**config.mk**
```make
export PLATFORM = sky130hd
export DESIGN_NAME = la_oa221_bist
export DESIGN_NICKNAME = d
export VERILOG_FILES = /design/src/rtl/la_bist_pkg.sv /design/src/rtl/la_bist_pipe.sv /design/src/rtl/la_oa221_bist.sv
export SDC_FILE = /design/constraint.sdc
export NUM_CORES = 1
export LEC_CHECK = 0
export BUFFER_PORTS_ARGS = -buffer_cell sky130_fd_sc_hd__clkbuf_2
export CAP_MARGIN = 10
export CORE_ASPECT_RATIO = 1.75
export CORE_MARGIN = 3
export CORE_UTILIZATION = 35
export CTS_BUF_LIST = sky130_fd_sc_hd__clkbuf_4
export DETAILED_ROUTE_END_ITERATION = 8
export MAX_ROUTING_LAYER = met4
export PLACE_DENSITY = 0.54
export SYNTH_ARGS = -nofsm -noshare
export SYNTH_HDL_FRONTEND = slang
export SYNTH_SLANG_ARGS = --single-unit
```
**constraint.sdc**
```tcl
create_clock -name clk -period 2.4 [get_ports clk]
set_input_delay 0.24 -clock clk [delete_from_list [all_inputs] [get_ports clk]]
set_output_delay 0.24 -clock clk [all_outputs]
set_load 0.01 [all_outputs]
```
**src/rtl/la_bist_pkg.sv**
```systemverilog
// ---------------------------------------------------------------------------
// la_bist_pkg
// Shared definitions for the logic-cell BIST engine: FSM state encoding,
// pattern sizing, golden-function codes, the expected-value pipeline entry
// and the golden-function helper used to build expected values.
// ---------------------------------------------------------------------------
package la_bist_pkg;

  localparam int PATW = 5;
  localparam int NPAT = 32;

  typedef enum logic [1:0] {
    ST_IDLE  = 2'd0,
    ST_RUN   = 2'd1,
    ST_DRAIN = 2'd2,
    ST_DONE  = 2'd3
  } bist_state_t;

  typedef enum logic {
    FN_OA221 = 1'b0,
    FN_AO221 = 1'b1
  } func_code_t;

  // One slot of the expected-value delay line.
  typedef struct packed {
    logic            valid;
    logic            expected;
    logic [PATW-1:0] index;
  } pipe_entry_t;

  // Golden output for a pattern laid out as {c0,b1,b0,a1,a0}.
  function automatic logic golden_z(input func_code_t fn, input logic [PATW-1:0] pat);
    logic a0, a1, b0, b1, c0;
    a0 = pat[0];
    a1 = pat[1];
    b0 = pat[2];
    b1 = pat[3];
    c0 = pat[4];
    if (fn == FN_AO221) return (a0 & a1) | (b0 & b1) | c0;
    return (a0 | a1) & (b0 | b1) & c0;
  endfunction

endpackage

```
**src/rtl/la_bist_pipe.sv**
```systemverilog
// ---------------------------------------------------------------------------
// la_bist_pipe
// LAT-deep delay line carrying {valid, expected, index} from pattern launch
// to the compare point. A synchronous clear empties every stage.
// Ports:
//   clk   - clock
//   clear - synchronous clear of all stages (reset or abort)
//   load  - entry captured into stage 0 on each edge
//   tail  - output of stage LAT-1, the entry due for comparison
// ---------------------------------------------------------------------------
module la_bist_pipe
  import la_bist_pkg::*;
#(
  parameter int LAT = 1
) (
  input  logic        clk,
  input  logic        clear,
  input  pipe_entry_t load,
  output pipe_entry_t tail
);

  pipe_entry_t stage_q [LAT];

  // Shift register: stage 0 takes the newly launched pattern, every other
  // stage takes its predecessor.
  always_ff @(posedge clk) begin
    if (clear) begin
      for (int i = 0; i < LAT; i++) stage_q[i] <= '0;
    end else begin
      stage_q[0] <= load;
      for (int i = 1; i < LAT; i++) stage_q[i] <= stage_q[i-1];
    end
  end

  assign tail = stage_q[LAT-1];

endmodule

```
**src/rtl/la_oa221_bist.sv**
```systemverilog
// ---------------------------------------------------------------------------
// la_oa221_bist
// BIST engine for a 5-input OA221/AO221 gate-under-test. Sweeps all 32
// input patterns, compares the gate output LAT edges after launch against
// the golden function and reports pass/fail, a saturating mismatch count
// and the first failing pattern.
// Parameters:
//   PROP - implementation property string, carried along unused
//   FUNC - "OA221" or "AO221" golden function
//   LAT  - edges from launch to compare, legal range 1..4
//   ERRW - mismatch counter width
// Ports:
//   clk, reset             - clock, synchronous active-high reset
//   start, abort           - begin sweep (IDLE/DONE), cancel sweep (RUN/DRAIN)
//   a0,a1,b0,b1,c0         - registered stimulus, {c0,b1,b0,a1,a0} = pattern
//   z                      - gate-under-test output
//   busy, done, pass       - status
//   errcnt                 - saturating mismatch count
//   firstfail, firstvalid  - first mismatching pattern and its valid flag
// ---------------------------------------------------------------------------
module la_oa221_bist
  import la_bist_pkg::*;
#(
  parameter     PROP = "DEFAULT",
  parameter     FUNC = "OA221",
  parameter int LAT  = 1,
  parameter int ERRW = 6
) (
  input  logic            clk,
  input  logic            reset,
  input  logic            start,
  input  logic            abort,
  output logic            a0,
  output logic            a1,
  output logic            b0,
  output logic            b1,
  output logic            c0,
  input  logic            z,
  output logic            busy,
  output logic            done,
  output logic            pass,
  output logic [ERRW-1:0] errcnt,
  output logic [4:0]      firstfail,
  output logic            firstvalid
);

  localparam func_code_t      FCODE    = (FUNC == "AO221") ? FN_AO221 : FN_OA221;
  localparam logic [ERRW-1:0] ERR_MAX  = '1;
  localparam logic [PATW-1:0] LAST_PAT = PATW'(NPAT - 1);

  bist_state_t     state_q, state_d;
  logic [PATW-1:0] stim_q, stim_d, next_pat;
  logic            busy_q, busy_d;
  logic            done_q, done_d;
  logic            pass_q, pass_d;
  logic [ERRW-1:0] err_q, err_d;
  logic [PATW-1:0] ff_q, ff_d;
  logic            fv_q, fv_d;
  logic            pipe_clear, mismatch, final_cmp;
  pipe_entry_t     launch, tail;

  la_bist_pipe #(.LAT(LAT)) u_pipe (
    .clk   (clk),
    .clear (reset | pipe_clear),
    .load  (launch),
    .tail  (tail)
  );

  // State register.
  always_ff @(posedge clk) begin
    if (reset) state_q <= ST_IDLE;
    else       state_q <= state_d;
  end

  // Datapath and status registers, all loaded from the next-state logic.
  always_ff @(posedge clk) begin
    if (reset) begin
      stim_q <= '0;
      busy_q <= 1'b0;
      done_q <= 1'b0;
      pass_q <= 1'b0;
      err_q  <= '0;
      ff_q   <= '0;
      fv_q   <= 1'b0;
    end else begin
      stim_q <= stim_d;
      busy_q <= busy_d;
      done_q <= done_d;
      pass_q <= pass_d;
      err_q  <= err_d;
      ff_q   <= ff_d;
      fv_q   <= fv_d;
    end
  end

  // Next-state logic. The compare of the pipeline tail happens on the same
  // edge that launches the next pattern; the edge that compares pattern 31
  // is the one that ends the sweep, whether the FSM is still in RUN (LAT=1)
  // or already draining. Abort skips the compare so errcnt stays frozen.
  always_comb begin
    state_d    = state_q;
    stim_d     = stim_q;
    busy_d     = busy_q;
    done_d     = done_q;
    pass_d     = pass_q;
    err_d      = err_q;
    ff_d       = ff_q;
    fv_d       = fv_q;
    launch     = '0;
    pipe_clear = 1'b0;
    next_pat   = stim_q + PATW'(1);
    mismatch   = tail.valid && (z != tail.expected);
    final_cmp  = tail.valid && (tail.index == LAST_PAT);

    case (state_q)
      ST_IDLE, ST_DONE: begin
        if (start && !abort) begin
          state_d         = ST_RUN;
          stim_d          = '0;
          busy_d          = 1'b1;
          done_d          = 1'b0;
          pass_d          = 1'b0;
          err_d           = '0;
          ff_d            = '0;
          fv_d            = 1'b0;
          launch.valid    = 1'b1;
          launch.expected = golden_z(FCODE, '0);
          launch.index    = '0;
        end
      end
      ST_RUN, ST_DRAIN: begin
        if (abort) begin
          state_d    = ST_IDLE;
          stim_d     = '0;
          busy_d     = 1'b0;
          done_d     = 1'b0;
          pass_d     = 1'b0;
          pipe_clear = 1'b1;
        end else begin
          if (mismatch) begin
            err_d = (err_q == ERR_MAX) ? err_q : err_q + ERRW'(1);
            if (!fv_q) begin
              ff_d = tail.index;
              fv_d = 1'b1;
            end
          end
          if (state_q == ST_RUN && stim_q != LAST_PAT) begin
            stim_d          = next_pat;
            launch.valid    = 1'b1;
            launch.expected = golden_z(FCODE, next_pat);
            launch.index    = next_pat;
          end else begin
            stim_d = '0;
            if (state_q == ST_RUN) state_d = ST_DRAIN;
          end
          if (final_cmp) begin
            state_d = ST_DONE;
            busy_d  = 1'b0;
            done_d  = 1'b1;
            pass_d  = (err_d == '0);
          end
        end
      end
      default: state_d = ST_IDLE;
    endcase
  end

  assign {c0, b1, b0, a1, a0} = stim_q;
  assign busy       = busy_q;
  assign done       = done_q;
  assign pass       = pass_q;
  assign errcnt     = err_q;
  assign firstfail  = ff_q;
  assign firstvalid = fv_q;

endmodule

```
======== Word level (Yosys, flattened, before mapping) ========
Memory sizes are Yosys's and may differ from the RTL's.
Cells that the tools add are included.
Widths: inputs -> output; s select.
operators by class
  reductions and logical operators ........ 15
  eq/ne operators ......................... 14
  add/subtract/negate cells ............... 2
  mux-type cells .......................... 46
  bitwise logic cells ..................... 5
operators by type and width
  cell                 number
  $mux 6               6
  $mux 5               6
  $mux 7               4
  $pmux 5 s2           2
  $mux 1               16
  $pmux 7 s2           1
  $pmux 6 s2           1
  $mux 2               5
  $ne 2x2->1 const B   4
  $ne 4x4->1 const B   2
  $pmux 1 s2           4
  $reduce_or 7->1      1
  $add 6x1->6 const B  1
  $eq 6x6->1 const B   1
  $logic_not 6->1      1
  $reduce_and 3->1     2
  $add 5x1->5 const B  1
  $eq 5x5->1 const B   1
  $ne 5x5->1 const B   1
  $eq 2x2->1 const B   2
  $logic_and 1x1->1    4
  $pmux 2 s2           1
  $reduce_and 2->1     2
  $reduce_and 4->1     1
  other kinds (8)      12
word-level totals
  register bits ........................... 22
  memories kept ........................... 1
  output and inout bits ................... 20
  logic and storage cells ................. 91
  input port bits ......................... 5
  bits in writable memories ............... 7
memories
  memory          words  bits a word  rd ports  clocked after memory_dff  wr ports  RTL line            source
  u_pipe.stage_q  1      7            1         0                         1         la_bist_pipe.sv:22  pipe_entry_t stage_q [LAT];

======== Logic depth before layout (Yosys ltp) ========
  word-level depth ........................ 9
  gate-level depth with buffers ........... 7
  depth with buffers taken out ............ 7

======== Cells and area by module ========
From an unflattened synthesis, not the netlist that was laid out.
unflattened totals
  cells, all modules ...................... 165
  area, all modules ....................... 1387.6 um^2
modules (own cells, without submodules)
  module         cells an instance  sequential area each (um^2)  times used  area each (um^2)
  la_oa221_bist  151                440.4                        1           1203.7
  la_bist_pipe   14                 140.1                        1           183.9

======== Worst setup path before layout ========
Ideal clock, no wire load.
  path kind ............................... reg2reg
  start ................................... register state_q[0]
  end ..................................... register err_q[5] (netlist: errcnt[5])
  path buffers ............................ 1
  period minus slack after synthesis ...... 1.781 ns
  setup time .............................. 0.086 ns
  path slack .............................. 0.619 ns
  arrival time ............................ 1.696 ns
  data required time ...................... 2.314 ns
  stages on the path, launching flop included .. 8
  path through ............................ dfxtp_1 inv_1 ha_1 clkbuf_1 or2_2 nor3_1 a31oi_1 a211oi_1
on the way
  longest elaborated chain between the ends .. 4
  elaborated cells on any way between the ends .. 10
  classes of those cells .................. eq/ne: 5; mux: 1; reduce/logical: 4
RTL lines
  what                                      RTL line              source
  from (decl)                               la_oa221_bist.sv:51   bist_state_t state_q, state_d;
  from (signal assigned)                    la_oa221_bist.sv:72   else state_q <= state_d;
  $eq 2x1->1, or another cell as far along  la_oa221_bist.sv:115  case (state_q)
  $reduce_or 2->1                           la_oa221_bist.sv:115
  $ne 2x2->1 (no line)                      n/a
  $reduce_and 2->1 (no line)                n/a
  to (signal assigned)                      la_oa221_bist.sv:90   err_q <= err_d;
  to (decl)                                 la_oa221_bist.sv:56   logic [ERRW-1:0] err_q, err_d;
Several ways; a longest one is shown, not always the timed one.
A chain may end at the register's enable or synchronous reset.

======== Worst setup path after layout ========
  start ................................... register state_q[0]
  end ..................................... register pass_q (netlist: pass)
on the way
  longest elaborated chain between the ends .. 4
  elaborated cells on any way between the ends .. 10
  classes of those cells .................. eq/ne: 5; mux: 1; reduce/logical: 4
RTL lines
  what                                                       RTL line              source
  $eq 2x1->1, or another cell as far along                   la_oa221_bist.sv:115
  $reduce_or 2->1                                            la_oa221_bist.sv:115
  $ne 3x3->1 (no line) / $ne 2x2->1 (equally long branches)  n/a
  $reduce_and 2->1 (no line)                                 n/a
  to (signal assigned)                                       la_oa221_bist.sv:89   pass_q <= pass_d;
  to (decl)                                                  la_oa221_bist.sv:55   logic pass_q, pass_d;
Several ways; a longest one is shown, not always the timed one.

==> qor.csv <==
stage,metric,value,unit
clock_tree,cts.repair.resized,0,
logic_synthesis,synthArstFlopShare,0,%
clock_tree,postCtsHoldBufs,0,
outcome,status,finished clean,
layout,layout-drive-gt1-share,20.19,%
global_routing,antenna_found_initial,0,
critical_path,critical_path_buf_inv_count,1,
power,powerDensity,699.8,nW/um2
power,seq_power_share,44.5,%
critical_path,arrival,2.25,ns
global_routing,grtUsageMet1,17.08,%
logic_synthesis,synthTopCellsByArea,"dfxtp_1, ha_1, a21oi_1",
logic_synthesis,synth_fp_nets,191,
floorplanning,coreArea,4150,um2
clock_tree,cts_buffer_depth,2,
logic_synthesis,ys_seq_elements,29,
logic_synthesis,yosysWarningCount,0,
floorplanning,start_util,36.33,%
global_routing,grt_util_met3,3.766,%
clock_tree,htree_levels,2,
critical_path,crit_chain,inv_1 -> ha_1 -> or3_1 -> nor4_1 -> a32oi_1 -> o31ai_1,
logic_synthesis,synth.avg_cell_area,8.376,um2
critical_path,critPathSlowestCell,or3_1,
global_routing,grt_pass1_vias,1410,
placed_design,place_congestion,0.8128,
global_routing,grt_pass1_wl,6858,um
floorplanning,dieWidth,55.62,um
placed_design,dp_hpwl,3203,um
logic_synthesis,synth.distinct_cells,43,
power,power.switching,0.4610,mW
layout,post-route-util,41.97,%
sta,finClkSkew,0.006122,ns
layout,antenna_cells,0,
clock_tree,clkSinkCount,29,
sta,relSlewSlack,60.04,%
routing,totalWireLength,4046,um
floorplanning,chipHeight,92.83,um
power,peakVddDrop,0.4518,mV
power,clkPwrFrac,25.2,%
floorplanning,io_pins,25,
sta,period_share,83.13,%
clock_tree,root_buffer,clkbuf_4,
sta,final.setup.worst_slack,0.4049,ns
critical_path,rrSetupSlack,0.40,ns
routing,drc_errors,0,
sta,rsz0062_at_grt,no,
sta,period_needed,1.995,ns
logic_synthesis,seq_area_frac_synth,38.51,%
logic_synthesis,synth_top_area_share,38.51,%
routing,ant_nets,0,
global_routing,grtUsageMet2,32.21,%
layout,layout_common_cells,"dfxtp_1, clkbuf_2, a21oi_1",
critical_path,cp_top_family,simple AND/OR/NAND/NOR gates,
sta,fin_tns_setup,0,ns
global_routing,grt_usage,17.60,%
critical_path,max_stage_delay,0.46,ns
hold_path,hold_class,input port to flip-flop,
clock_tree,clk_pin_slew_worst_paths,0.11,ns
routing,drtIter0Drc,28,
global_routing,top_usage_layer,met2,
routing,firstDrtPassIters,4,
critical_path,cp_max_fo,8,
placed_design,dp_slack,0.4374,ns
critical_path,worstSetupPathType,flip-flop to flip-flop,
clock_tree,post_cts_buffers,0,
logic_synthesis,ys.flop_type,dfxtp_1,
logic_synthesis,synth_edf_count,0,
clock_tree,clock_latency,0.33,ns
global_routing,grt.overflow.total,0,
layout,layout_commonest_cell,dfxtp_1,
power,p_comb_share,30.3,%
floorplanning,rows,31,
routing,wl_per_cell,15.74,um
clock_tree,cts_tree,done,
sta,final_max_slew_viol_count,0,
placed_design,port_buffers,24,
sta,hold_viol,0,
clock_tree,cts_inserted_buffers,5,
power,swShare,37.82,%
layout,area_growth,15.52,%
sta,setup_viol_count_final,0,
routing,vias,1447,
critical_path,cp.required,2.66,ns
flow_run,drv_cap,0,
critical_path,cp-end-kind,flip-flop,
routing,via_per_inst,5.630,
floorplanning,dieArea,5162,um2
global_routing,grt_max_degree,20,
sta,tightestPinTransition,0.5949,ns
critical_path,startpoint_type,flip-flop,
logic_synthesis,syn_area,1508,um2
sta,fmax,0.5012,GHz
power,p_leak,0.6863,nW
logic_synthesis,synth_cells,180,
power,internal_power,0.7579,mW
layout,nets,218,
logic_synthesis,synth_largest_area_cell,dfxtp_1,
## per-stage QoR
stage / power, mW / std cells / area [um2] / hold WS [ns]
after floorplan: 0.8068 / 180 / 1508 / 0.4320
after global placement: 0.9136 / 249 / 1682 / 0.4449
after detailed placement: 0.9194 / 249 / 1682 / 0.4723
after CTS: 1.230 / 257 / 1742 / 0.2407
after global routing: 1.303 / 257 / 1742 / 0.2754
final: 1.219 / 257 / 1742 / 0.2613
## final timing paths
kind | from | to | cells past startpoint
max | state_q[0] | pass | 6
min reg2reg | firstfail[3] | firstfail[3] | 2
max reg2reg | state_q[0] | pass | 6
min | start | stim_q[4] | 3
## cells by family after synthesis
logic type,Yosys count,share of synthesized area (%)
adder cells (fa/ha/maj),6,4.979
AND/OR/NAND/NOR,63,22.16
buffers and inverters,19,4.978
multiplexers,1,0.9956
XOR/XNOR,5,3.403
AO/OA/AOI/OAI,57,24.98
flip-flops,29,38.51
## state kept, by name (all words and copies together), names as in the netlist
| name | cells |
|---|---|
| busy | 1 |
| firstfail | 5 |
| done | 1 |
| u_pipe.stage_q | 7 |
| pass | 1 |
| state_q | 2 |
| errcnt | 6 |
| stim_q | 5 |
| firstvalid | 1 |
## worst min-delay path, stage by stage
cell and delay, ns:
clkbuf_2 0.10, nand2b_1 0.11, a31oi_1 0.10
## power by group through the flow
stage                     combinational (mW)  clock (mW)  sequential (mW)
after floorplan                        0.260           0            0.546
after global placement                 0.361           0            0.553
after detailed placement               0.365           0            0.554
after CTS                              0.368       0.319            0.542
after global routing                   0.412       0.343            0.548
final                                  0.369       0.307            0.542
## area by class of cell
class | instances | area (um2)
Inverter | 12 | 45.04
Sequential cell | 29 | 580.6
Clock inverter | 3 | 22.52
Tap cell | 49 | 61.31
Multi-Input combinational cell | 132 | 852.1
Timing Repair Buffer | 27 | 142.6
Fill cell | 433 | 2409
Clock buffer | 5 | 37.54
## synthesized netlist by cell type, drive strengths merged, types with 3 or more instances
master	instances
dfxtp	29
a21oi	13
inv	12
nand2	12
nor2	12
o21ai	12
nand3	7
a31oi	6
ha	6
nor3	6
a211oi	5
a21o	5
nor4	5
clkbuf	4
and3	3
buf	3
nand2b	3
nand4	3
nor2b	3
o21a	3
or4b	3
xor2	3
## layer usage
layer	share of wire (%)	vias to the layer above
met3	4.2	11
met5	0	-
met1	37	680
met2	55	42
li1	-	714
met4	3.7	0
Note: power is estimated with default switching activity, not from simulation.
